<file path="src/rtl/logic_gate_pkg.sv">
// Shared definitions for the pipelined bitwise gate unit: op codes and the
// per-bit gate function used by both the RTL and the reference model.
package logic_gate_pkg;

  localparam logic [2:0] OP_AND   = 3'd0;
  localparam logic [2:0] OP_OR    = 3'd1;
  localparam logic [2:0] OP_XOR   = 3'd2;
  localparam logic [2:0] OP_NAND  = 3'd3;
  localparam logic [2:0] OP_NOR   = 3'd4;
  localparam logic [2:0] OP_XNOR  = 3'd5;
  localparam logic [2:0] OP_ANDN  = 3'd6;
  localparam logic [2:0] OP_PASSA = 3'd7;

  localparam int MAX_STAGES = 4;

  // Single-bit gate; the datapath applies it independently to every bit lane.
  function automatic logic logic_gate_f(input logic a, input logic b,
                                        input logic [2:0] op);
    case (op)
      OP_AND:  logic_gate_f = a & b;
      OP_OR:   logic_gate_f = a | b;
      OP_XOR:  logic_gate_f = a ^ b;
      OP_NAND: logic_gate_f = ~(a & b);
      OP_NOR:  logic_gate_f = ~(a | b);
      OP_XNOR: logic_gate_f = ~(a ^ b);
      OP_ANDN: logic_gate_f = a & ~b;
      default: logic_gate_f = a;
    endcase
  endfunction

endpackage

</file>
<file path="src/rtl/logic_gate_stage.sv">
// One valid/ready register slice with a pass-through ready path, so a full
// slice can accept a new beat in the same cycle its current beat leaves.
module logic_gate_stage #(
  parameter int DW = 10
) (
  input  logic          clk,
  input  logic          rst_n,
  input  logic          up_valid,
  output logic          up_ready,
  input  logic [DW-1:0] up_data,
  output logic          dn_valid,
  input  logic          dn_ready,
  output logic [DW-1:0] dn_data
);

  assign up_ready = !dn_valid || dn_ready;

  // NOTE: sequential state uses non-blocking assignments so every slice
  // samples its neighbour's pre-edge value and beats move exactly one step.
  // NOTE: the payload is reset as well because its value is architecturally
  // visible on out_y after reset.
  always_ff @(posedge clk or negedge rst_n) begin
    if (!rst_n) begin
      dn_valid <= 1'b0;
      dn_data  <= '0;
    end else if (up_ready) begin
      dn_valid <= up_valid;
      if (up_valid) dn_data <= up_data;
    end
  end

endmodule

</file>
<file path="src/rtl/logic_gate_pipe.sv">
// Pipelined WIDTH-bit gate unit: combinational function and flags feed a chain
// of PIPE_STAGES register slices; xfer_cnt counts completed output handshakes.
module logic_gate_pipe
  import logic_gate_pkg::*;
#(
  parameter int WIDTH       = 8,
  parameter int PIPE_STAGES = 2,
  parameter int CNT_W       = 16
) (
  input  logic             clk,
  input  logic             rst_n,
  input  logic             in_valid,
  output logic             in_ready,
  input  logic [WIDTH-1:0] in_a,
  input  logic [WIDTH-1:0] in_b,
  input  logic [2:0]       in_op,
  output logic             out_valid,
  input  logic             out_ready,
  output logic [WIDTH-1:0] out_y,
  output logic             out_zero,
  output logic             out_all1,
  output logic [CNT_W-1:0] xfer_cnt
);

  localparam int DW = WIDTH + 2;

  if (PIPE_STAGES < 1 || PIPE_STAGES > MAX_STAGES || WIDTH < 1 || CNT_W < 1) begin : g_bad_param
    $error("logic_gate_pipe: illegal parameters WIDTH=%0d PIPE_STAGES=%0d CNT_W=%0d",
           WIDTH, PIPE_STAGES, CNT_W);
  end

  logic [WIDTH-1:0] y_c;

  // NOTE: the combinational result gets a default first so no path leaves it
  // unassigned and no latch is inferred.
  always_comb begin
    y_c = '0;
    for (int i = 0; i < WIDTH; i++) y_c[i] = logic_gate_f(in_a[i], in_b[i], in_op);
  end

  // Index 0 is the input port side, index PIPE_STAGES is the output port side.
  logic          v [PIPE_STAGES+1];
  logic          r [PIPE_STAGES+1];
  logic [DW-1:0] d [PIPE_STAGES+1];

  assign v[0]           = in_valid;
  assign d[0]           = {y_c, (y_c == '0), (&y_c)};
  assign r[PIPE_STAGES] = out_ready;
  assign in_ready       = r[0];

  for (genvar s = 0; s < PIPE_STAGES; s++) begin : g_stage
    logic_gate_stage #(.DW(DW)) u_stage (
      .clk      (clk),
      .rst_n    (rst_n),
      .up_valid (v[s]),
      .up_ready (r[s]),
      .up_data  (d[s]),
      .dn_valid (v[s+1]),
      .dn_ready (r[s+1]),
      .dn_data  (d[s+1])
    );
  end

  assign out_valid = v[PIPE_STAGES];
  assign out_y     = d[PIPE_STAGES][DW-1:2];
  assign out_zero  = d[PIPE_STAGES][1];
  assign out_all1  = d[PIPE_STAGES][0];

  always_ff @(posedge clk or negedge rst_n) begin
    if (!rst_n) xfer_cnt <= '0;
    else if (out_valid && out_ready) xfer_cnt <= xfer_cnt + CNT_W'(1);
  end

endmodule

</file>
<file path="config.mk">
export PLATFORM = sky130hd
export DESIGN_NAME = logic_gate_pipe
export DESIGN_NICKNAME = d
export VERILOG_FILES = /design/src/rtl/logic_gate_pkg.sv /design/src/rtl/logic_gate_stage.sv /design/src/rtl/logic_gate_pipe.sv
export SDC_FILE = /design/constraint.sdc
export NUM_CORES = 1
export LEC_CHECK = 0
export CAP_MARGIN = 20
export CORE_AREA = 2 2 105 107
export DETAILED_ROUTE_END_ITERATION = 8
export DIE_AREA = 0 0 107 109
export GPL_TIMING_DRIVEN = 0
export SLEW_MARGIN = 20
export SYNTH_ARGS = -nofsm -noshare
export SYNTH_HDL_FRONTEND = slang
export SYNTH_SLANG_ARGS = --single-unit
</file>
<file path="constraint.sdc">
create_clock -name clk -period 4.7 [get_ports clk]
set_input_delay 1.41 -clock clk [delete_from_list [all_inputs] [get_ports clk]]
set_output_delay 1.41 -clock clk [all_outputs]
set_load 0.03 [all_outputs]
</file>
==> impl_metrics.py, run 1 <==
metrics = {
    "global_routing": {
        "first_global_vias": 1977,
        "grt_max_degree": 29,
        "grt_use_total_pct": 9.68,
        "grt_pass1_wl_um": 9140,
        "overflow": 0,
        "antenna_found_initial": 0,
    },
    "drt": {
        "drt_iter0_markers": 80,
        "drc_errors": 0,
        "vias": 1972,
        "post_drt_wl_per_cell_um": 11.7,
        "routed_wl_um": 5360,
        "ant_nets": 0,
        "viasPerCell": 4.32,
        "drt-pass1-iter-count": 4,
    },
    "floorplanning": {
        "rows": 38,
        "die_w_um": 107,
        "die-area_um2": 11700,
        "start_util_pct": 24.1,
        "ios": 51,
        "coreArea_um2": 10600,
        "fp.dieH_um": 109,
    },
    "timing": {
        "setup-tns-final_ns": 0,
        "worst_slew_pin_slew_ns": 0.477,
        "relSlewSlack_pct": 68.2,
        "setup_viol": 0,
        "finClkSkew_ns": 0.00278,
        "finalCritPeriodShare_pct": 90.5,
        "slew_viol_final": 0,
        "hold_viol_final": 0,
        "fmax_ghz": 0.235,
        "rsz0062_at_grt": "no",
        "fin_crit_ns": 4.25,
    },
    "synth": {
        "syn-num-nets": 307,
        "syn_area_um2": 2550,
        "ys_warn_count": 0,
        "ys_top_cells_by_area": "dfrtp_1 (37%), ha_1 (12%), mux2_2 (5.7%)",
        "synth.avg_cell_area_um2": 9.86,
        "synthCells": 259,
        "ys_ff_latch": 38,
        "synthFlopType": "dfrtp_1",
        "synth_cell_types": 43,
        "synth_edf_count": 0,
        "yosysSeqAreaShare_pct": 37.2,
        "synth_top_cell_by_area": "dfrtp_1",
        "yosysTopAreaCellShare_pct": 37.2,
        "async_flop_share_pct": 100,
    },
    "finish": {
        "n_antenna_cell": 0,
        "layout_commonest_cell": "clkdlybuf4s50_1",
        "nFillCells": 1088,
        "area_growth_pct": 30.4,
        "design_area_um2": 3330,
        "final_layout_size_suffix_gt1_share_pct": 13.9,
        "final_cell_mix": "clkdlybuf4s50_1 (47), dfrtp_1 (38), nand2_1 (26)",
        "nets": 363,
    },
    "power": {
        "power.share.clock_pct": 23.6,
        "combPwrFrac_pct": 37.6,
        "p_leak_nw": 1.51,
        "switching_share_pct": 33.1,
        "switchingPower_mw": 0.373,
        "intPower_mw": 0.754,
        "ir_drop_v": 0.000217,
        "powerDensity_nw_per_um2": 338,
        "p_seq_share_pct": 38.8,
    },
    "setup_path": {
        "crit_fanout": 4,
        "critical-path-slowest-cell": "clkdlybuf4s50_1",
        "path_class": "primary input to output pin",
        "crit_arrival_ns": 2.84,
        "worst_setup_path_end_kind": "output pin",
        "cp_cell_sequence": "clkdlybuf4s50_1 > nand3b_1 > clkdlybuf4s50_1",
        "path_buf_inv": 2,
        "crit_top_cell": "clkdlybuf4s50_1",
        "cp-start-kind": "primary input",
        "crit_required_ns": 3.29,
        "cpPeakStageDelay_ns": 0.70,
        "crit_family": "buffers and inverters",
    },
    "placement": {
        "place_area_um2": 3230,
        "detailed_place_hpwl_um": 4250,
        "io_buffers": 48,
        "gp_congestion": 0.745,
    },
    "clocking": {
        "clkLatencyLatePin_ns": 0.28,
        "path_clk_slew_ns": 0.07,
        "hold_buffers": 0,
        "htreeDepth": 2,
        "cts.sinks": 38,
        "clock-root-buffer": "clkbuf_8",
        "cts_resized": 0,
        "cts_buffers": 5,
        "cts_tree": "yes",
        "cts_setup_buffers": 0,
        "cts_buffer_depth": 2,
    },
    "status": {
        "status": "complete, no violations",
    },
    "min_path": {
        "holdCritPathClass": "flip-flop to flip-flop",
    },
    "flow_run": {
        "maxCapViolCount": 0,
    },
}
-- layer usage --
layer | global-route usage (%) | up-vias | routed length (um)
li1 | - | 991 | -
met1 | 12.2 | 918 | 2530
met2 | 16.8 | 59 | 2510
met3 | 1.97 | 4 | 278
met4 | 2.69 | 0 | 38
met5 | 0 | - | 0
-- cell usage after synthesis (2+ instances only) --
| library cell | count |
|---|---|
| buf_4 | 8 |
| buf_6 | 2 |
| nor2_1 | 13 |
| o32ai_1 | 2 |
| ha_1 | 25 |
| buf_2 | 5 |
| xnor2_1 | 13 |
| o21a_1 | 2 |
| nand4_1 | 2 |
| o22ai_1 | 3 |
| a22oi_1 | 2 |
| a21oi_1 | 9 |
| nand3_1 | 7 |
| o21ai_0 | 15 |
| inv_1 | 24 |
| dfrtp_1 | 38 |
| mux4_2 | 3 |
| a31oi_1 | 2 |
| nand2_1 | 26 |
| xor2_1 | 2 |
| nand2b_1 | 7 |
| mux2i_1 | 8 |
| mux2_2 | 13 |
| a211oi_1 | 2 |
| and3_1 | 5 |
| o211ai_1 | 2 |
| clkbuf_1 | 3 |
-- final timing paths --
check / startpoint / end / slack [ns] / cells past startpoint
min in group asynchronous: rst_n / xfer_cnt[4] / 1.00 / 1
hold reg to reg: xfer_cnt[15] / xfer_cnt[15] / 0.48 / 1
setup reg to reg: g_stage[1].u_stage.dn_valid / g_stage[0].u_stage.dn_data[1] / 2.95 / 6
hold / removal: xfer_cnt[15] / xfer_cnt[15] / 0.48 / 1
max in group asynchronous: rst_n / xfer_cnt[9] / 3.28 / 2
setup / recovery: out_ready / in_ready / 0.45 / 3
-- through the flow --
step | hold slack (ns) | instances | utilization, % | total power [mW] | setup slack [ns]
finish | 0.479 | 456 | 31.4 | 1.13 | 0.446
global placement | 0.460 | 447 | 30.3 | 0.858 | 0.445
CTS | 0.489 | 456 | 31.4 | 1.15 | 0.446
global route | 0.518 | 456 | 31.4 | 1.20 | 0.411
floorplan | 0.446 | 259 | - | 0.704 | 1.52
detailed placement | 0.472 | 448 | 30.4 | 0.873 | 0.455
-- state kept, by name, indices dropped and copies added, names as in the netlist --
register                  count
g_stage.u_stage.dn_data      20
g_stage.u_stage.dn_valid      2
xfer_cnt                     16
-- layout make-up --
| cell class | count | area [um^2] | share of cell area (%) |
|---|---|---|---|
| timing repair buffer | 49 | 495 | 14.9 |
| sequential | 38 | 951 | 28.5 |
| inverter | 24 | 90.1 | 2.70 |
| tap | 140 | 175 | 5.26 |
| clock buffer | 7 | 76.3 | 2.29 |
| multi-input combinational | 178 | 1380 | 41.4 |
| clock inverter | 1 | 30.0 | 0.901 |
| buffer | 19 | 134 | 4.02 |
-- kinds of logic after synthesis --
family	share of synthesized area, %
flops	37.2
buf+inv	8.77
mux	13.0
xor+xnor	5.14
fa+ha+maj	12.2
compound gates	11.5
simple gates	12.1
-- power groups by stage --
stage               Sequential [mW]  Clock, mW  Combinational (mW)
floorplan                     0.485          0               0.219
global placement              0.440          0               0.418
detailed placement            0.445          0               0.429
CTS                           0.438      0.277               0.430
global route                  0.448      0.294               0.459
finish                        0.438      0.266               0.424
No activity file was read; power rests on OpenSTA's default activity.
==> run 2: changes to the inputs <==
--- a/config.mk
+++ b/config.mk
@@ -10,7 +10,6 @@
 export DETAILED_ROUTE_END_ITERATION = 8
 export DIE_AREA = 0 0 107 109
 export GPL_TIMING_DRIVEN = 0
-export SLEW_MARGIN = 20
 export SYNTH_ARGS = -nofsm -noshare
 export SYNTH_HDL_FRONTEND = slang
 export SYNTH_SLANG_ARGS = --single-unit
==> impl_metrics.py, run 2 (same netlist as run 1, synthesis figures left out) <==
metrics = {
    "status": {
        "status": "complete, no violations",
    },
    "timing": {
        "fmax_ghz": 0.235,
        "finalWorstSetupSlack_ns": 0.438,
        "finClkSkew_ns": 0.00157,
        "worst_slew_pin_slew_ns": 0.837,
        "rsz0062_at_grt": "no",
        "relSlewSlack_pct": 44.2,
        "slew_viol_final": 0,
        "hold_viol_final": 0,
        "setup_viol": 0,
        "finalCritPeriodShare_pct": 90.7,
        "setup-tns-final_ns": 0,
        "fin_crit_ns": 4.26,
        "fin_hold_ws_ns": 0.478,
    },
    "finish": {
        "layout_commonest_cell": "clkdlybuf4s50_1",
        "final_layout_size_suffix_gt1_share_pct": 13.7,
        "top_register": "g_stage.u_stage.dn_data",
        "final_cell_mix": "clkdlybuf4s50_1 (47), dfrtp_1 (38), nand2_1 (26)",
        "final_util_pct": 31.0,
        "top_regs": "g_stage.u_stage.dn_data: 20 flops, xfer_cnt: 16 flops, g_stage.u_stage.dn_valid: 2 flops",
        "area_growth_pct": 28.7,
        "design_area_um2": 3290,
        "largest_register_ffs": 20,
        "nets": 362,
        "nFillCells": 1089,
        "n_antenna_cell": 0,
    },
    "global_routing": {
        "grt_pass1_wl_um": 9000,
        "overflow": 0,
        "antenna_found_initial": 0,
        "grt_max_degree": 39,
        "first_global_vias": 1952,
        "grt_use_total_pct": 9.64,
    },
    "setup_path": {
        "crit_arrival_ns": 2.85,
        "crit_required_ns": 3.29,
        "crit_fanout": 4,
        "worst_setup_path_end_kind": "output pin",
        "r2r_end": "xfer_cnt[14]",
        "cp-start-kind": "primary input",
        "r2r_cells": 6,
        "path_class": "primary input to output pin",
        "r2r_slack_ns": 2.92,
        "r2r_start": "xfer_cnt[0]",
    },
    "clocking": {
        "cts_buffer_depth": 2,
        "clkLatencyLatePin_ns": 0.28,
        "htreeDepth": 2,
        "cts_setup_buffers": 0,
        "path_clk_slew_ns": 0.07,
        "hold_buffers": 0,
        "cts_tree": "yes",
        "cts_resized": 0,
        "cts_buffers": 5,
        "clock-root-buffer": "clkbuf_8",
        "cts.sinks": 38,
    },
    "drt": {
        "drc_errors": 0,
        "top_layer": "met4",
        "drt_iter0_markers": 87,
        "viasPerCell": 4.41,
        "wl_met2_um": 2450,
        "routed_wl_um": 5310,
        "ant_nets": 0,
        "drt-pass1-iter-count": 4,
        "wl_met1_um": 2480,
        "wl_met3_um": 300,
        "post_drt_wl_per_cell_um": 11.7,
        "vias": 1998,
    },
    "power": {
        "p_leak_nw": 1.49,
        "powerDensity_nw_per_um2": 327,
        "ir_drop_v": 0.000222,
    },
    "placement": {
        "io_buffers": 48,
        "detailed_place_hpwl_um": 4170,
        "gp_congestion": 0.745,
        "dpl_worst_slack_ns": 0.454,
        "place_area_um2": 3210,
    },
    "floorplanning": {
        "die-area_um2": 11700,
        "fp.dieH_um": 109,
        "ios": 51,
        "die_w_um": 107,
        "start_util_pct": 24.1,
        "coreArea_um2": 10600,
        "rows": 38,
    },
    "flow_run": {
        "maxCapViolCount": 0,
    },
    "min_path": {
        "min_from": "g_stage[0].u_stage.dn_data[5]",
        "holdCritPathClass": "flip-flop to flip-flop",
        "whs_endpoint": "g_stage[0].u_stage.dn_data[5]",
        "whs_path_depth": 2,
    },
}
==> run 2: worst max-delay path by stage <==
stage / start / to / slack [ns]
after floorplan: out_ready / in_ready / 1.52
after global placement: out_ready / in_ready / 0.44
after detailed placement: out_ready / in_ready / 0.45
after CTS: out_ready / in_ready / 0.45
after global routing: out_ready / in_ready / 0.40
final: out_ready / in_ready / 0.44
==> run 2: metal layers <==
layer	global-route usage (%)	vias to the layer above
li1	-	990
met1	12.5	946
met2	15.9	55
met3	2.33	7
met4	3.15	0
met5	0	-
==> run 2: critical path, cell delays in order <==
cell,delay [ns]
clkdlybuf4s50_1,0.53
nand3b_1,0.21
clkdlybuf4s50_1,0.70
==> run 2: final cells by class <==
cell class                      instances  area, um^2  area share (%)
Inverter                               24        90.1            2.74
Multi-Input combinational cell        178        1380            42.0
Sequential cell                        38         951            28.9
Clock buffer                            6        82.6            2.51
Timing Repair Buffer                   48         475            14.5
Buffer                                 19         134            4.07
Tap cell                              140         175            5.33
==> run 2: power by group <==
| part | internal, mW | switching (mW) | total (mW) |
|---|---|---|---|
| clock | 0.113 | 0.102 | 0.215 |
| sequential | 0.388 | 0.0493 | 0.437 |
| combinational | 0.206 | 0.216 | 0.422 |
| total | 0.707 | 0.367 | 1.07 |
==> run 2: metrics by stage <==
step	total power [mW]	std cells
final	1.07	453
after global routing	1.14	453
after CTS	1.09	453
after detailed placement	0.870	447
after global placement	0.858	447
after floorplan	0.704	259
